## src/rtl/egress_port_arbiter.sv

```systemverilog
// Egress side of one switch port: round-robin pop from the input FIFOs
// whose head targets this port, registered valid/ready output stage.
//
// Ports:
//   clk, rst   clock and synchronous active-high reset
//   req_i      per-FIFO request (non-empty and head targets this port)
//   pkt_i      packed head packets, FIFO i at [i*PKT_W +: PKT_W]
//   gnt_o      combinational one-hot pop strobe
//   valid_out  output register holds a packet
//   ready_out  sink accepts the held packet this cycle
//   pkt_out    registered packet
//   src_out    index of the FIFO the packet came from
//   pkt_cnt    saturating count of delivered packets
//   stall_err  sticky flag: packet unaccepted for STALL_MAX cycles
module egress_port_arbiter #(
    parameter int NUM_PORTS = 4,
    parameter int PKT_W     = 16,
    parameter int CNT_W     = 16,
    parameter int STALL_MAX = 1024,
    localparam int SRC_W    = (NUM_PORTS > 1) ? $clog2(NUM_PORTS) : 1
) (
    input  logic                       clk,
    input  logic                       rst,
    input  logic [NUM_PORTS-1:0]       req_i,
    input  logic [NUM_PORTS*PKT_W-1:0] pkt_i,
    output logic [NUM_PORTS-1:0]       gnt_o,
    output logic                       valid_out,
    input  logic                       ready_out,
    output logic [PKT_W-1:0]           pkt_out,
    output logic [SRC_W-1:0]           src_out,
    output logic [CNT_W-1:0]           pkt_cnt,
    output logic                       stall_err
);

    localparam int STALL_W = $clog2(STALL_MAX + 1);

    logic [SRC_W-1:0]   rr_ptr;
    logic [STALL_W-1:0] stall_cnt;
    logic               load_en;
    logic               grant;
    logic [SRC_W-1:0]   win;
    logic [SRC_W-1:0]   cand_idx;
    int                 cand;

    assign load_en = !valid_out || ready_out;

    // Search starts one past the last winner; first requester wins.
    always_comb begin
        gnt_o    = '0;
        grant    = 1'b0;
        win      = '0;
        cand     = 0;
        cand_idx = '0;
        if (!rst && load_en) begin
            for (int k = 1; k <= NUM_PORTS; k++) begin
                cand     = (int'(rr_ptr) + k) % NUM_PORTS;
                cand_idx = SRC_W'(cand);
                if (!grant && req_i[cand_idx]) begin
                    grant = 1'b1;
                    win   = cand_idx;
                end
            end
        end
        if (grant) begin
            gnt_o[win] = 1'b1;
        end
    end

    always_ff @(posedge clk) begin
        if (rst) begin
            valid_out <= 1'b0;
            pkt_out   <= '0;
            src_out   <= '0;
            rr_ptr    <= SRC_W'(NUM_PORTS - 1);
        end else if (grant) begin
            valid_out <= 1'b1;
            pkt_out   <= pkt_i[int'(win)*PKT_W +: PKT_W];
            src_out   <= win;
            rr_ptr    <= win;
        end else if (ready_out) begin
            valid_out <= 1'b0;
        end
    end

    always_ff @(posedge clk) begin
        if (rst) begin
            pkt_cnt <= '0;
        end else if (valid_out && ready_out && !(&pkt_cnt)) begin
            pkt_cnt <= pkt_cnt + 1'b1;
        end
    end

    // Error fires on the edge where the count of stalled cycles hits STALL_MAX.
    always_ff @(posedge clk) begin
        if (rst) begin
            stall_cnt <= '0;
            stall_err <= 1'b0;
        end else if (valid_out && !ready_out) begin
            if (stall_cnt != STALL_W'(STALL_MAX)) begin
                stall_cnt <= stall_cnt + 1'b1;
            end
            if (stall_cnt >= STALL_W'(STALL_MAX - 1)) begin
                stall_err <= 1'b1;
            end
        end else begin
            stall_cnt <= '0;
        end
    end

endmodule

```

## config.mk

```make
export PLATFORM = sky130hd
export DESIGN_NAME = egress_port_arbiter
export DESIGN_NICKNAME = d
export VERILOG_FILES = /design/src/rtl/egress_port_arbiter.sv
export SDC_FILE = /design/constraint.sdc
export NUM_CORES = 1
export LEC_CHECK = 0
export CORE_MARGIN = 2
export CORE_UTILIZATION = 39
export CTS_BUF_LIST = sky130_fd_sc_hd__clkbuf_4 sky130_fd_sc_hd__clkbuf_8 sky130_fd_sc_hd__clkbuf_16
export DETAILED_ROUTE_END_ITERATION = 7
export HOLD_SLACK_MARGIN = 0.02
export PLACE_DENSITY = 0.76
export SLEW_MARGIN = 10
export SYNTH_ARGS = -nofsm -noshare
export SYNTH_HDL_FRONTEND = slang
export SYNTH_SLANG_ARGS = --single-unit
```

## constraint.sdc

```tcl
create_clock -name clk -period 1.85 [get_ports clk]
set_clock_uncertainty 0.05 [all_clocks]
set_input_delay 0.37 -clock clk [delete_from_list [all_inputs] [get_ports clk]]
set_output_delay 0.37 -clock clk [all_outputs]
set_load 0.05 [all_outputs]
```

==> reports/metrics.csv, run 1 <==
stage,metric,value,unit
synth,Post-synth ARST share,0,%
routing,Pre-antenna DRT Iters,8,
synth,"EDFF count, synth",0,
timing,Min Hold Slack,430,ps
min_path,worst min path class,flip-flop to flip-flop,
place,Final HPWL DP,6.13,mm
final_layout,post-route cell area,4640,sq um
power_and_ir_drop,P per Cell Area,673,nW/um^2
power_and_ir_drop,total power,3.12,mW
cts,CTS tree,done,
final_layout,ANT cells,0,
timing,Max Clk Rate,0.462,GHz
timing,normalized max-slew margin,68.5,%
run_status,failing checks,"DRC, setup timing",
die,die area,7350,sq um
global_route,initial antenna violation count,0,
synth,Synth Cell Area,2600,sq um
synth,Yosys warning count,0,
cts,TritonCTS Sinks,49,
timing,worst slew pin tran,472,ps
final_layout,P&R area growth vs syn,78.1,%
cts,H-tree depth,2,
routing,drt total wl,8.70,mm
cts,Num CTS Buffers,5,
timing,"Setup violations, final",19,
place,GPL Wtd Cong,0.822,
routing,vias per inst,5.59,
worst_setup_path,Crit path max-delay family,simple AND/OR/NAND/NOR gates,
die,initial cell density of the core,40.6,%
timing,final-report hold violation count,0,
final_layout,share of cells above drive strength 1,37.6,%
cts,clk_lat worst skew,300,ps
cts,root buffer cell,clkbuf_8,
die,Ports,111,
final_layout,Nets,538,
timing,TNS Setup,-2020,ps
routing,post-route antenna net violation count,0,
final_layout,footprint of the multi-input gates,1850,sq um
timing,post-route setup slack,-313,ps
global_route,gr usage total,22.6,%
synth,post-synthesis cell count,309,
worst_setup_path,Crit Path Category,flip-flop to output port,
synth,number of synthesized register bits,49,
die,Core ar.,6420,sq um
synth,sequential cell area fraction in the yosys report,37.7,%
synth,post-synthesis net count,383,
worst_setup_path,CP Max Fanout,4,
routing,post-DR wirelength/cell,16.1,microns
worst_setup_path,crit path max-delay cell type,dfxtp_4,
worst_setup_path,slowest cell delay on critical path,410,ps
run_status,outcome,"finished, violations left",
timing,RSZ-0062 raised after global routing,true,
global_route,first-pass GRT wire length,13.3,mm
routing,Remaining DRCs,4,
synth,Mean Syn Cell Area,8.43,sq um
global_route,largest net degree at the start of global routing,24,
place,placed inst area,4090,sq um
routing,Vias,3030,
global_route,total gr overflow,0,
synth,main flop type after synthesis,dfxtp_1,
final_layout,FF+latch area,1020,sq um
synth,Cell variety after synth,48,
worst_setup_path,Critical Path Sink Type,output port,
timing,Max Transition Viols Final,0,
power_and_ir_drop,leakage,1.74,nW
timing,Final min period,2160,ps
cts,clk slew on worst S/H paths,90,ps
global_route,vias in the first global route,2955,
die,num rows,29,
power_and_ir_drop,VDD IR max,0.386,mV
worst_setup_path,Buf/Inv on CP,1,
worst_setup_path,Crit path arrival time,1740,ps
worst_setup_path,"Cell Chain, Critical Path",mux2i_4 > o32ai_4 > or2_1 > and2_4 > nor2_4 > buf_8,
worst_setup_path,crit path launch type,flip-flop,
final_layout,Fillers,475,
job,number of max-cap violations,0,
die,Chip Width,85.7,microns
routing,DR iter-0 viols,84,
die,Die Y,85.7,microns
cts,Longest Clk Path Bufs,2,
worst_setup_path,"Req. time, crit path",1430,ps
place,Port Buf Inserts,110,
timing,Tcrit/Tclk final,117,%
[logic make-up after synthesis]
family	after synthesis	share of synthesized area, %
AOI/OAI and AO/OA	80	21.3
xor gates and xnor gates	16	5.38
adders and majority gates	3	1.44
buffers and inverters	23	4.61
DFF	49	37.7
muxes	8	3.12
and+or+nand+nor	130	26.5
[timing repair]
action,4_1_cts,5_1_grt
hold buffers,0,0
pin swaps,8,24
setup buffers,6,3
endpoints found under the setup margin,23,26
cloned,0,1
gates resized for setup,21,56
[stage by stage]
step | utilization, % | worst slack, ps | instances
6_report | 72.2 | -313 | 542
3_5_place_dp | 63.7 | -708 | 524
3_3_place_gp | 63.7 | -633 | 524
5_1_grt | 72.2 | -394 | 542
2_1_floorplan | - | -224 | 309
4_1_cts | 67.2 | -345 | 538
[area by class of cell]
| cell class | instances | share of cell area [%] |
|---|---|---|
| well taps | 77 | 2.08 |
| inverters | 5 | 0.405 |
| clock buffers | 8 | 2.10 |
| multi-input cells | 237 | 39.8 |
| flip-flops and latches | 49 | 22.1 |
| repair buffers | 166 | 33.6 |
[state kept, by name, summed over array words and instances (netlist names)]
signal,count
pkt_cnt,16
pkt_out,16
src_out,2
rr_ptr,2
stall_cnt,11
valid_out,1
stall_err,1
[worst paths after layout]
| kind | from | endpoint | slack, ps | cells past startpoint |
|---|---|---|---|---|
| min | stall_err | stall_err | 430 | 1 |
| max | rr_ptr[1] | gnt_o[0] | -310 | 6 |
| min reg2reg | stall_err | stall_err | 430 | 1 |
| max reg2reg | valid_out | pkt_out[8] | -100 | 7 |
[synthesized netlist by cell type, types with 2 or more instances]
cell      count  area, sq um
nor3_1        3         15.0
o32ai_2       2         32.5
nor2b_1       3         18.8
xor2_1        8         70.1
dfxtp_1      49          981
nand2_1      19         71.3
clkbuf_1     11         41.3
ha_1          3         37.5
or4_1         2         15.0
nand4_1       4         25.0
o211ai_1      2         15.0
a211oi_1     22          165
buf_2         3         15.0
xnor2_1       8         70.1
inv_1         4         15.0
a311oi_1     11         96.3
o21ai_0       7         35.0
a21oi_1      24          120
nor2_1       36          135
nand3_1      22          110
or2_1         2         12.5
nand2b_1      2         12.5
a31oi_1       2         12.5
and3_1        2         12.5
mux2i_1       7         70.1
nor4b_1       2         17.5
or3_1         5         31.3
and2_1        2         12.5
buf_6         2         22.5
nor3b_1      17          128
o21ai_1       3         15.0
nor4_1        4         25.0
[layout by cell type, fill, tap and decap left out, drive strengths merged, types with 4 or more instances in the layout]
| master | n |
|---|---|
| a211oi | 22 |
| nand4 | 5 |
| dfxtp | 49 |
| xor2 | 8 |
| dlygate4sd2 | 4 |
| buf | 95 |
| xnor2 | 8 |
| nor2 | 36 |
| clkbuf | 10 |
| o21ai | 11 |
| nand2 | 19 |
| nand3 | 22 |
| a21oi | 24 |
| or3 | 5 |
| inv | 5 |
| mux2i | 7 |
| nor3b | 17 |
| nor4 | 4 |
| clkdlybuf4s50 | 64 |
| a311oi | 11 |
[report_power, final]
part           internal, mW  switching (mW)
clock                 0.335           0.342
combinational         0.570           0.692
sequential             1.13          0.0576
[routing by layer]
layer,up-vias,part of all wire [%],global-route usage [%]
li1,1458,-,-
met1,1443,40,25.9
met5,-,0,0
met4,0,2.0,9.38
met2,114,49,38.8
met3,15,8.3,7.12
Power figures use the tool's default switching activity.
==> run 2, diff against run 1 <==
CORE_ASPECT_RATIO = 1.75   (was default)
==> run 2 against run 1 <==
The flow finishes with violations (setup timing); cell count increased by 2.4%; combinational power increased by 5%; core utilization grew 1.7 points; die area rose by 0.34%; design area is 3.5% higher; highest routed layer unchanged.
==> reports/metrics.csv, run 2 (synthesized netlist as in run 1, its figures left out) <==
stage,metric,value,unit,change
job,number of max-cap violations,0,,unchanged
final_layout,Non-Filler Instances,555,,was 542
worst_setup_path,"Cell Chain, Critical Path",mux2i_4 > o32ai_4 > or2_4 > and2_4 > nor2_4 > buf_6,,was mux2i_4 > o32ai_4 > or2_1 > and2_4 > nor2_4 > buf_8
die,initial cell density of the core,40.1,%,was 40.6%
place,DP Worst Slack,-620,ps,was -708 ps
cts,Longest Clk Path Bufs,2,,unchanged
final_layout,Nets,546,,was 538
routing,post-route antenna net violation count,0,,unchanged
worst_setup_path,Critical Path Sink Type,output port,,unchanged
die,Chip Width,65.8,microns,was 85.7 microns
run_status,failing checks,setup timing,,"was DRC, setup timing"
place,placed inst area,4160,sq um,was 4090 sq um
worst_setup_path,Crit path arrival time,1730,ps,was 1740 ps
timing,"Setup violations, final",20,,was 19
final_layout,post-route cell area,4800,sq um,was 4640 sq um
place,GPL Wtd Cong,0.812,,was 0.822
global_route,gr usage total,25.6,%,was 22.6%
cts,TritonCTS Sinks,49,,unchanged
run_status,outcome,"finished, violations left",,unchanged
final_layout,"commonest non-fill, non-tap cell in the layout",buf_4,,unchanged
global_route,vias in the first global route,3247,,was 2955
final_layout,Fillers,442,,was 475
global_route,largest net degree at the start of global routing,20,,was 24
worst_setup_path,Crit Path Category,flip-flop to output port,,unchanged
cts,CTS tree,done,,unchanged
worst_setup_path,depth of the worst register-to-register path,9,,was 7
timing,TNS Setup,-2830,ps,was -2020 ps
routing,DR iter-0 viols,193,,was 84
cts,# hold bufs at CTS,0,,unchanged
routing,vias per inst,5.71,,was 5.59
cts,root buffer cell,clkbuf_16,,was clkbuf_8
cts,clk_lat worst skew,290,ps,was 300 ps
timing,Min Hold Slack,444,ps,was 430 ps
worst_setup_path,slowest cell delay on critical path,390,ps,was 410 ps
global_route,first-pass GRT wire length,14.8,mm,was 13.3 mm
routing,Vias,3169,,was 3030
timing,RSZ-0062 raised after global routing,true,,unchanged
timing,Max Transition Viols Final,0,,unchanged
place,placed cells,533,,was 524
power_and_ir_drop,total power,3.38,mW,was 3.12 mW
timing,final-report hold violation count,0,,unchanged
final_layout,most frequent cells in the layout,"buf_4 (88), clkdlybuf4s50_1 (64), nor2_1 (31), dfxtp_1 (30), a21oi_1 (24)",,"was buf_4 (77), clkdlybuf4s50_1 (64), dfxtp_1 (31), nor2_1 (30), a21oi_1 (24)"
place,Final HPWL DP,6.28,mm,was 6.13 mm
timing,normalized max-slew margin,74.8,%,was 68.5%
die,Core ar.,6490,sq um,was 6420 sq um
global_route,total gr overflow,0,,unchanged
routing,drt total wl,9.36,mm,was 8.70 mm
global_route,initial antenna violation count,0,,unchanged
timing,worst slew pin tran,377,ps,was 472 ps
worst_setup_path,crit path max-delay cell type,dfxtp_4,,unchanged
worst_setup_path,CP Max Fanout,4,,unchanged
die,die area,7370,sq um,was 7350 sq um
worst_setup_path,r2r setup slk,-180,ps,was -100 ps
timing,Max Clk Rate,0.466,GHz,was 0.462 GHz
die,Die Y,112,microns,was 85.7 microns
power_and_ir_drop,VDD IR max,0.568,mV,was 0.386 mV
timing,Final min period,2150,ps,was 2160 ps
cts,clk slew on worst S/H paths,70,ps,was 90 ps
routing,Remaining DRCs,0,,was 4
timing,Tcrit/Tclk final,116,%,was 117%
final_layout,P&R area growth vs syn,84.3,%,was 78.1%
routing,post-DR wirelength/cell,16.9,microns,was 16.1 microns
worst_setup_path,crit path launch type,flip-flop,,unchanged
final_layout,biggest regs,"pkt_cnt: 16 flops, pkt_out: 16 flops, stall_cnt: 11 flops",,unchanged
cts,H-tree depth,2,,unchanged
power_and_ir_drop,P per Cell Area,705,nW/um^2,was 673 nW/um^2
final_layout,Final Util,74.0,%,was 72.2%
routing,Pre-antenna DRT Iters,5,,was 8
timing,post-route setup slack,-297,ps,was -313 ps
worst_setup_path,"Req. time, crit path",1430,ps,about the same
die,Ports,111,,unchanged
place,Port Buf Inserts,110,,unchanged
die,num rows,39,,was 29
min_path,worst min path class,flip-flop to flip-flop,,unchanged
min_path,Hold Crit Depth,2,,was 1
final_layout,share of cells above drive strength 1,39.3,%,was 37.6%
cts,Num CTS Buffers,5,,unchanged
power_and_ir_drop,leakage,1.82,nW,was 1.74 nW
final_layout,ANT cells,0,,unchanged
==> run 2: cell count changes in the layout (fill, tap and decap cells not counted), moves of 3 or more <==
cell	previous run	this run
a211oi_2	8	12
buf_6	9	3
clkbuf_16	1	5
a311oi_2	9	4
buf_4	77	88
a311oi_1	2	7
buf_16	0	3
dfxtp_4	8	11
a211oi_4	7	4
clkbuf_8	6	0
==> run 2: repair_timing <==
action | 4_1_cts | 5_1_grt
gates cloned | 3 | 0
setup endpoints to repair | 23 | 28
resized for setup | 53 | 31
pin swaps | 36 | 10
buffers inserted | 9 | 5
==> run 2: final timing paths <==
| check | from | endpoint |
|---|---|---|
| hold reg to reg | src_out[1] | src_out[1] |
| setup reg to reg | rr_ptr[1] | pkt_out[8] |
| setup / recovery | rr_ptr[1] | gnt_o[0] |
| hold / removal | src_out[1] | src_out[1] |
==> run 2: final cells by class <==
type                       instances  area [sq um]  share of cell area [%]
clock buffer                       5           125                    2.61
timing repair buffer             174          1660                    34.5
inverter                           5          18.8                   0.391
sequential                        49          1030                    21.5
tap                               82           103                    2.14
clock inverter                     3          12.5                   0.261
multi-input combinational        237          1850                    38.6
==> run 2: report_power, final <==
| part | switching (mW) | leakage, nW | internal [mW] |
|---|---|---|---|
| clock network | 0.388 | 0.0687 | 0.490 |
| registers | 0.0613 | 0.413 | 1.12 |
| logic | 0.706 | 1.34 | 0.614 |
| total | 1.16 | 1.82 | 2.23 |
==> run 2: per-layer routing <==
| layer | part of all wire, % | GRT usage [%] | vias up |
|---|---|---|---|
| li1 | - | - | 1478 |
| met1 | 34 | 25.7 | 1514 |
| met5 | 0 | 0 | - |
| met3 | 4.9 | 3.71 | 31 |
| met2 | 56 | 48.1 | 146 |
| met4 | 4.5 | 14.3 | 0 |
==> run 2: critical path, delay by kind of cell (launching register included) <==
kind / cells / cell delay, ps
DFF: 1 / 390
AOI/OAI and AO/OA: 1 / 120
muxes: 1 / 270
and+or+nand+nor: 3 / 500
buffers and inverters: 1 / 160
